File: src/rtl/op_decode_stage.sv
// op_decode_stage: registered instruction-decode stage between the fetch/operand
// front end and the IE ALU/sequencer.
//
// Each accepted instruction is classified, its ALU A/B/destination source codes are
// resolved, and it is expanded into 1..4 micro-ops. The micro-ops are queued in a
// DEPTH-entry FIFO whose head drives the out_* bus.
//
// Handshake (both sides): a transfer happens on a rising clk edge where valid and
// ready are both high. in_ready is IDLE && !fifo_full && !flush; the consumer pops
// the head when out_valid && out_ready. While the FIFO is empty all out_* data are 0.
//
// Optional build macro: DECODE_PERF_EN adds perf_insn_cnt / perf_stall_cnt.
//
// Source/destination code map used on out_alu_a/b/dst:
//   0 zero, 1 mem_load, 2 a_reg, 3 x_reg, 4 y_reg, 5 status_reg, 6 stack_reg,
//   7 one, 8 imm, 9 mem_store
// Branch op-codes: BCC 03, BCS 04, BEQ 05, BMI 07, BNE 08, BPL 09, BVC 0A,
//   BVS 0B, JMP 1C.
module op_decode_stage #(
    parameter int OP_W   = 8,
    parameter int FLAG_W = 8,
    parameter int DEPTH  = 2
) (
    input  logic              clk,
    input  logic              rst,
    input  logic              flush,
    input  logic              in_valid,
    output logic              in_ready,
    input  logic [OP_W-1:0]   simple_op,
    input  logic              mem_load_flag,
    input  logic [2:0]        store_flag,
    input  logic [1:0]        reg_load_flag,
    input  logic [3:0]        alu_op_in,
    input  logic              immediate_flag,
    output logic              out_valid,
    input  logic              out_ready,
    output logic [9:0]        out_class,
    output logic [FLAG_W-1:0] out_alu_a,
    output logic [FLAG_W-1:0] out_alu_b,
    output logic [FLAG_W-1:0] out_alu_dst,
    output logic [3:0]        out_alu_op,
    output logic [FLAG_W-1:0] out_status_edit,
    output logic [1:0]        out_uop_idx,
    output logic              out_uop_last,
`ifdef DECODE_PERF_EN
    output logic [15:0]       perf_insn_cnt,
    output logic [15:0]       perf_stall_cnt,
`endif
    output logic              dbg_state
);

    localparam int AW = (DEPTH > 1) ? $clog2(DEPTH) : 1;
    localparam int CW = AW + 1;

    localparam logic [FLAG_W-1:0] SRC_ZERO      = FLAG_W'(8'd0);
    localparam logic [FLAG_W-1:0] SRC_MEM_LOAD  = FLAG_W'(8'd1);
    localparam logic [FLAG_W-1:0] SRC_A_REG     = FLAG_W'(8'd2);
    localparam logic [FLAG_W-1:0] SRC_X_REG     = FLAG_W'(8'd3);
    localparam logic [FLAG_W-1:0] SRC_Y_REG     = FLAG_W'(8'd4);
    localparam logic [FLAG_W-1:0] SRC_STATUS    = FLAG_W'(8'd5);
    localparam logic [FLAG_W-1:0] SRC_STACK     = FLAG_W'(8'd6);
    localparam logic [FLAG_W-1:0] SRC_ONE       = FLAG_W'(8'd7);
    localparam logic [FLAG_W-1:0] SRC_IMM       = FLAG_W'(8'd8);
    localparam logic [FLAG_W-1:0] SRC_MEM_STORE = FLAG_W'(8'd9);
    localparam logic [FLAG_W-1:0] STATUS_MASK   = FLAG_W'(8'b1000_0010);

    localparam logic [OP_W-1:0] OP_BCC = OP_W'(8'h03);
    localparam logic [OP_W-1:0] OP_BCS = OP_W'(8'h04);
    localparam logic [OP_W-1:0] OP_BEQ = OP_W'(8'h05);
    localparam logic [OP_W-1:0] OP_BMI = OP_W'(8'h07);
    localparam logic [OP_W-1:0] OP_BNE = OP_W'(8'h08);
    localparam logic [OP_W-1:0] OP_BPL = OP_W'(8'h09);
    localparam logic [OP_W-1:0] OP_BVC = OP_W'(8'h0A);
    localparam logic [OP_W-1:0] OP_BVS = OP_W'(8'h0B);
    localparam logic [OP_W-1:0] OP_BRK = OP_W'(8'h0C);
    localparam logic [OP_W-1:0] OP_JMP = OP_W'(8'h1C);
    localparam logic [OP_W-1:0] OP_JSR = OP_W'(8'h1D);
    localparam logic [OP_W-1:0] OP_RTI = OP_W'(8'h2A);
    localparam logic [OP_W-1:0] OP_RTS = OP_W'(8'h2B);
    localparam logic [OP_W-1:0] OP_PHP = OP_W'(8'h25);
    localparam logic [OP_W-1:0] OP_TSX = OP_W'(8'h36);

    // Class vector bit positions
    localparam int C_LOAD   = 0;
    localparam int C_STORE  = 1;
    localparam int C_BRANCH = 2;
    localparam int C_JSR    = 3;
    localparam int C_RTS    = 4;
    localparam int C_RTI    = 5;
    localparam int C_BREAK  = 6;
    localparam int C_STACK  = 7;
    localparam int C_NOP    = 8;
    localparam int C_FLAG   = 9;

    typedef struct packed {
        logic [9:0]        cls;
        logic [FLAG_W-1:0] a;
        logic [FLAG_W-1:0] b;
        logic [FLAG_W-1:0] dst;
        logic [3:0]        op;
        logic [1:0]        idx;
        logic              last;
    } uop_t;

    typedef enum logic {S_IDLE, S_EXPAND} state_t;

    state_t            st;
    logic [9:0]        ex_cls;
    logic [3:0]        ex_op;
    logic [2:0]        ex_len;
    logic [1:0]        ex_idx;

    logic [9:0]        dec_cls;
    logic [FLAG_W-1:0] dec_a;
    logic [FLAG_W-1:0] dec_b;
    logic [FLAG_W-1:0] dec_dst;
    logic [2:0]        dec_len;
    logic              is_branch;

    uop_t              uop0;
    uop_t              exp_uop;
    uop_t              push_data;
    uop_t              head;
    uop_t              mem [DEPTH];

    logic [AW-1:0]     wptr;
    logic [AW-1:0]     rptr;
    logic [CW-1:0]     count;
    logic              fifo_full;
    logic              accept;
    logic              exp_push;
    logic              push;
    logic              pop;
    logic              exp_is_last;

    // Combinational decode of the instruction presented on the input side
    always_comb begin
        is_branch = (simple_op == OP_BCC) || (simple_op == OP_BCS) ||
                    (simple_op == OP_BEQ) || (simple_op == OP_BMI) ||
                    (simple_op == OP_BNE) || (simple_op == OP_BPL) ||
                    (simple_op == OP_BVC) || (simple_op == OP_BVS) ||
                    (simple_op == OP_JMP);

        dec_cls           = '0;
        dec_cls[C_LOAD]   = mem_load_flag;
        dec_cls[C_STORE]  = (store_flag == 3'b001);
        dec_cls[C_BRANCH] = is_branch;
        dec_cls[C_JSR]    = (simple_op == OP_JSR);
        dec_cls[C_RTS]    = (simple_op == OP_RTS);
        dec_cls[C_RTI]    = (simple_op == OP_RTI);
        dec_cls[C_BREAK]  = (simple_op == OP_BRK);
        dec_cls[C_STACK]  = (simple_op >= OP_W'(8'h24)) && (simple_op <= OP_W'(8'h27));
        dec_cls[C_NOP]    = (simple_op == OP_W'(8'h18)) || (simple_op == OP_W'(8'h22));
        dec_cls[C_FLAG]   = ((simple_op >= OP_W'(8'h0D)) && (simple_op <= OP_W'(8'h10))) ||
                            ((simple_op >= OP_W'(8'h2E)) && (simple_op <= OP_W'(8'h30)));

        if (simple_op == OP_PHP) begin
            dec_a = SRC_STATUS;
        end else if (simple_op == OP_TSX) begin
            dec_a = SRC_STACK;
        end else begin
            case (reg_load_flag)
                2'b00:   dec_a = SRC_MEM_LOAD;
                2'b01:   dec_a = SRC_A_REG;
                2'b10:   dec_a = SRC_X_REG;
                default: dec_a = SRC_Y_REG;
            endcase
        end

        case (store_flag)
            3'b001:  dec_dst = SRC_MEM_STORE;
            3'b010:  dec_dst = SRC_A_REG;
            3'b011:  dec_dst = SRC_X_REG;
            3'b100:  dec_dst = SRC_Y_REG;
            3'b110:  dec_dst = SRC_STACK;
            3'b111:  dec_dst = SRC_STATUS;
            default: dec_dst = SRC_ZERO;
        endcase

        // Read-modify-write on the same location uses the constant one as B
        if (immediate_flag) begin
            dec_b = SRC_IMM;
        end else if (((dec_a == dec_dst) ||
                      ((dec_a == SRC_MEM_LOAD) && (dec_dst == SRC_MEM_STORE))) &&
                     (dec_a != SRC_A_REG)) begin
            dec_b = SRC_ONE;
        end else if (mem_load_flag && (dec_a == SRC_A_REG)) begin
            dec_b = SRC_MEM_LOAD;
        end else if ((simple_op == OP_W'(8'h12)) || (simple_op == OP_W'(8'h13))) begin
            dec_b = SRC_MEM_LOAD;
        end else begin
            dec_b = SRC_ZERO;
        end

        if (dec_cls[C_BREAK]) begin
            dec_len = 3'd4;
        end else if (dec_cls[C_JSR] || dec_cls[C_RTI]) begin
            dec_len = 3'd3;
        end else if (dec_cls[C_RTS]) begin
            dec_len = 3'd2;
        end else begin
            dec_len = 3'd1;
        end
    end

    // Micro-op candidates: first micro-op from live decode, later ones from latched state
    always_comb begin
        uop0.cls  = dec_cls;
        uop0.a    = dec_a;
        uop0.b    = dec_b;
        uop0.dst  = dec_dst;
        uop0.op   = alu_op_in;
        uop0.idx  = 2'd0;
        uop0.last = (dec_len == 3'd1);

        exp_is_last  = ({1'b0, ex_idx} == (ex_len - 3'd1));
        exp_uop.cls  = ex_cls;
        exp_uop.a    = SRC_STACK;
        exp_uop.b    = SRC_ONE;
        exp_uop.dst  = SRC_STACK;
        exp_uop.op   = ex_op;
        exp_uop.idx  = ex_idx;
        exp_uop.last = exp_is_last;
    end

    assign fifo_full = (count == CW'(DEPTH));
    assign in_ready  = (st == S_IDLE) && !fifo_full && !flush;
    assign accept    = in_valid && in_ready;
    assign exp_push  = (st == S_EXPAND) && !fifo_full && !flush;
    assign push      = accept || exp_push;
    assign push_data = accept ? uop0 : exp_uop;
    assign out_valid = (count != '0);
    assign pop       = out_valid && out_ready && !flush;
    assign dbg_state = st;

    // Expansion sequencer: IDLE accepts instructions, EXPAND emits the remaining micro-ops
    always_ff @(posedge clk or posedge rst) begin
        if (rst) begin
            st     <= S_IDLE;
            ex_cls <= '0;
            ex_op  <= '0;
            ex_len <= '0;
            ex_idx <= '0;
        end else if (flush) begin
            st <= S_IDLE;
        end else begin
            case (st)
                S_IDLE: begin
                    if (accept && (dec_len != 3'd1)) begin
                        ex_cls <= dec_cls;
                        ex_op  <= alu_op_in;
                        ex_len <= dec_len;
                        ex_idx <= 2'd1;
                        st     <= S_EXPAND;
                    end
                end
                S_EXPAND: begin
                    if (!fifo_full) begin
                        if (exp_is_last) begin
                            st <= S_IDLE;
                        end else begin
                            ex_idx <= ex_idx + 2'd1;
                        end
                    end
                end
                default: st <= S_IDLE;
            endcase
        end
    end

    // FIFO pointers and occupancy; flush empties the queue
    always_ff @(posedge clk or posedge rst) begin
        if (rst) begin
            wptr  <= '0;
            rptr  <= '0;
            count <= '0;
        end else if (flush) begin
            wptr  <= '0;
            rptr  <= '0;
            count <= '0;
        end else begin
            if (push) begin
                wptr <= wptr + AW'(1);
            end
            if (pop) begin
                rptr <= rptr + AW'(1);
            end
            case ({push, pop})
                2'b10:   count <= count + CW'(1);
                2'b01:   count <= count - CW'(1);
                default: count <= count;
            endcase
        end
    end

    // FIFO storage; contents are only observable through a valid head
    always_ff @(posedge clk) begin
        if (push) begin
            mem[wptr] <= push_data;
        end
    end

    assign head            = mem[rptr];
    assign out_class       = out_valid ? head.cls  : '0;
    assign out_alu_a       = out_valid ? head.a    : '0;
    assign out_alu_b       = out_valid ? head.b    : '0;
    assign out_alu_dst     = out_valid ? head.dst  : '0;
    assign out_alu_op      = out_valid ? head.op   : '0;
    assign out_uop_idx     = out_valid ? head.idx  : '0;
    assign out_uop_last    = out_valid ? head.last : 1'b0;
    assign out_status_edit = out_valid ? STATUS_MASK : '0;

`ifdef DECODE_PERF_EN
    // Saturating activity counters; survive flush, cleared only by reset
    always_ff @(posedge clk or posedge rst) begin
        if (rst) begin
            perf_insn_cnt  <= '0;
            perf_stall_cnt <= '0;
        end else begin
            if (accept && (perf_insn_cnt != 16'hFFFF)) begin
                perf_insn_cnt <= perf_insn_cnt + 16'd1;
            end
            if (in_valid && !in_ready && (perf_stall_cnt != 16'hFFFF)) begin
                perf_stall_cnt <= perf_stall_cnt + 16'd1;
            end
        end
    end
`endif

endmodule

File: config.mk
export PLATFORM = sky130hd
export DESIGN_NAME = op_decode_stage
export DESIGN_NICKNAME = d
export VERILOG_FILES = /design/src/rtl/op_decode_stage.sv
export SDC_FILE = /design/constraint.sdc
export NUM_CORES = 1
export LEC_CHECK = 0
export ABC_CLOCK_PERIOD_IN_PS = 5000
export CAP_MARGIN = 20
export CELL_PAD_IN_SITES_DETAIL_PLACEMENT = 1
export CELL_PAD_IN_SITES_GLOBAL_PLACEMENT = 1
export CORE_MARGIN = 1
export CORE_UTILIZATION = 41
export CTS_BUF_LIST = sky130_fd_sc_hd__clkbuf_4 sky130_fd_sc_hd__clkbuf_8 sky130_fd_sc_hd__clkbuf_16
export DETAILED_ROUTE_END_ITERATION = 16
export PLACE_DENSITY_LB_ADDON = 0.1
export SYNTH_ARGS = -nofsm -noshare
export SYNTH_HDL_FRONTEND = slang
export SYNTH_SLANG_ARGS = --single-unit
File: constraint.sdc
create_clock -name clk -period 5 [get_ports clk]
set_input_delay 0.5 -clock clk [delete_from_list [all_inputs] [get_ports clk]]
set_output_delay 0.5 -clock clk [all_outputs]
set_load 0.005 [all_outputs]
==> reports/metrics.csv <==
metric,value,unit
cts.path.max_buffers,2,
ys_ff_latch,77,
cts_tree,built,
outcome,completed,
cts_setup_buffers,0,
tightest_slew,969,ps
p_int,1.08,mW
async_flop_share,29.9,%
pwr-share-seq,50.3,%
post-place-cells,548,
ys_seq_area_share,53.7,%
first_pass_iters,6,
grt_pass1_vias,2835,
dp_hpwl,6280,um
max_slew_margin,35.4,%
cts_inserted_buffers,9,
clkSlewWorstSetupHoldPaths,90,ps
rsz0062_at_grt,no,
finalHoldViolations,0,
antennaDiodeCount,0,
worstPathRequired,5090,ps
cp_max_fo,26,
ir_drop,0.133,mV
nets,457,
chipHeight,102,um
die_w,102,um
rows,36,
p_clk_share,33.4,%
yosysTopAreaCellShare,39.6,%
yosysMostFrequentCell,edfxtp_1,
slew_viol_final,0,
end_kind,flop,
clk_latency,350,ps
worstHoldPathType,primary input to asynchronous set/reset pin,
total_leakage_power,1.89,nW
max_stage_delay,1040,ps
start_util,42.1,%
tns,0,ps
critical_path_class,primary input to flop,
synth_top_cells_by_area,"edfxtp_1 (40%), dfrtp_1 (14%), mux2i_1 (7.1%)",
netlist_area,4100,um2
cp.arrival,2850,ps
cap_violations,0,
num_vias,2884,
setup_violations,0,
io_pins,76,
p_switching,370,uW
p_sw_share,25.5,%
drt_iter0_drc,106,
powerDensity,294,nW/um2
area_growth,20.7,%
wl_per_cell,15.9,um
io_buffer_count,56,
cp-start-kind,primary input,
wl,9030,um
finalCritPeriodShare,55.2,%
drc_errors,0,
synth_common_cells,"edfxtp_1 (54), nor2_1 (46), nand2_1 (35)",
coreArea,9730,um2
syn_inst,378,
vias_per_cell,5.09,
antenna_found_initial,0,
holdBufCountCts,0,
post_route_cells_drive_above_1_share,9.45,%
grt_max_degree,29,
cpMaxStageDelayCell,or4b_1,
gp_congestion,0.805,
cts-root-buf,clkbuf_8,
clock_skew,13.8,ps
grt_pass1_wl,14500,um
yosysWarnings,0,
drtAntennaViolNets,0,
syn_area_per_cell,10.8,um2
yosysTopAreaCell,edfxtp_1,
cts-resized-gates,0,
comb_power_share,16.3,%
fin_crit,2760,ps
fmax,362,MHz
synthFlopType,edfxtp_1,
synth-edff-count,54,
grt_use_total,18.3,%
gr-total-overflow,0,
crit_chain,clkdlybuf4s50_1 > or4b_1 > a31oi_4 > inv_2 > nor3_1 > a21oi_1,
ys_types,57,
cts-htree-levels,3,
dieArea,10400,um2
reg2reg_depth,6,
final_cells,567,
cts_sinks,77,
cell usage in the layout (no fill, tap or decap), drive strengths merged, types with 9 or more instances in the layout:
master,count
a21oi,12
clkbuf,11
clkdlybuf4s50,56
conb,19
dfrtp,23
edfxtp,54
inv,16
mux2i,29
nand2,35
nand3,11
nor2,46
nor2b,13
nor3,9
o21ai,19
critical path, delay by kind of cell:
family / cells / cell delay, ps
and+or+nand+nor: 2 / 1190
buffers and inverters: 2 / 700
AOI/OAI and AO/OA: 2 / 460
power by group through the flow:
stage               Clock [mW]  Sequential (mW)  Combinational (mW)
floorplan                    0            0.739               0.147
global placement             0            0.748               0.216
detailed placement           0            0.750               0.223
CTS                      0.494            0.735               0.224
global route             0.517            0.734               0.263
finish                   0.485            0.731               0.236
metal layers:
| layer | share of wire [%] | routed length (um) | global-route usage, % | up-vias |
|---|---|---|---|---|
| li1 | - | - | - | 1393 |
| met2 | 49 | 4390 | 30.4 | 68 |
| met4 | 0.40 | 36 | 4.73 | 0 |
| met1 | 48 | 4300 | 24.6 | 1419 |
| met5 | 0 | 0 | 0 | - |
| met3 | 3.4 | 303 | 3.76 | 4 |
worst paths after layout:
check	startpoint	end	slack, ps
worst max-delay path	flush	mem[0][15]	2240
worst min-delay path	rst	wptr	400
worst max register to register	count[1]	mem[0][15]	2330
worst min register to register	ex_cls[8]	ex_cls[8]	510
max in group asynchronous	rst	ex_idx[1]	4170
min in group clk	ex_cls[8]	ex_cls[8]	510
flip-flops by register name, indices dropped and copies added (netlist names):
register,count
ex_op,4
rptr,1
wptr,1
dbg_state,1
ex_idx,2
mem,54
ex_cls,10
count,2
ex_len,2
logic make-up (layout without fill, tap and decap cells):
logic type | after synthesis | in the layout | synth area share (%)
fa+ha+maj | 4 | 4 | 1.22
compound gates | 50 | 50 | 8.07
flops | 77 | 77 | 53.7
buf+inv | 57 | 95 | 8.19
xor+xnor | 5 | 5 | 1.07
simple gates | 149 | 149 | 19.0
mux | 35 | 35 | 8.74
other cells | 1 | 19 | 0.0916
metrics by stage:
stage | util [%] | hold WS, ps | instance area, um2 | setup slack [ps] | power (mW)
final | 50.8 | 403 | 4940 | 2240 | 1.45
after global routing | 50.8 | 423 | 4940 | 2050 | 1.51
after CTS | 49.9 | 513 | 4860 | 1770 | 1.45
after detailed placement | 47.8 | 493 | 4650 | 1840 | 0.972
after global placement | 47.8 | 484 | 4650 | 1910 | 0.963
after floorplan | - | 462 | 4160 | 1100 | 0.886
area by class of cell:
| type | count | area (um2) |
|---|---|---|
| repair buffers | 63 | 673 |
| flip-flops and latches | 77 | 2200 |
| clock inverters | 5 | 61.3 |
| fillers | 1091 | 4790 |
| multi-input cells | 262 | 1640 |
| well taps | 133 | 166 |
| clock buffers | 11 | 145 |
| inverters | 16 | 60.1 |
(Power assumes the default switching activity.)
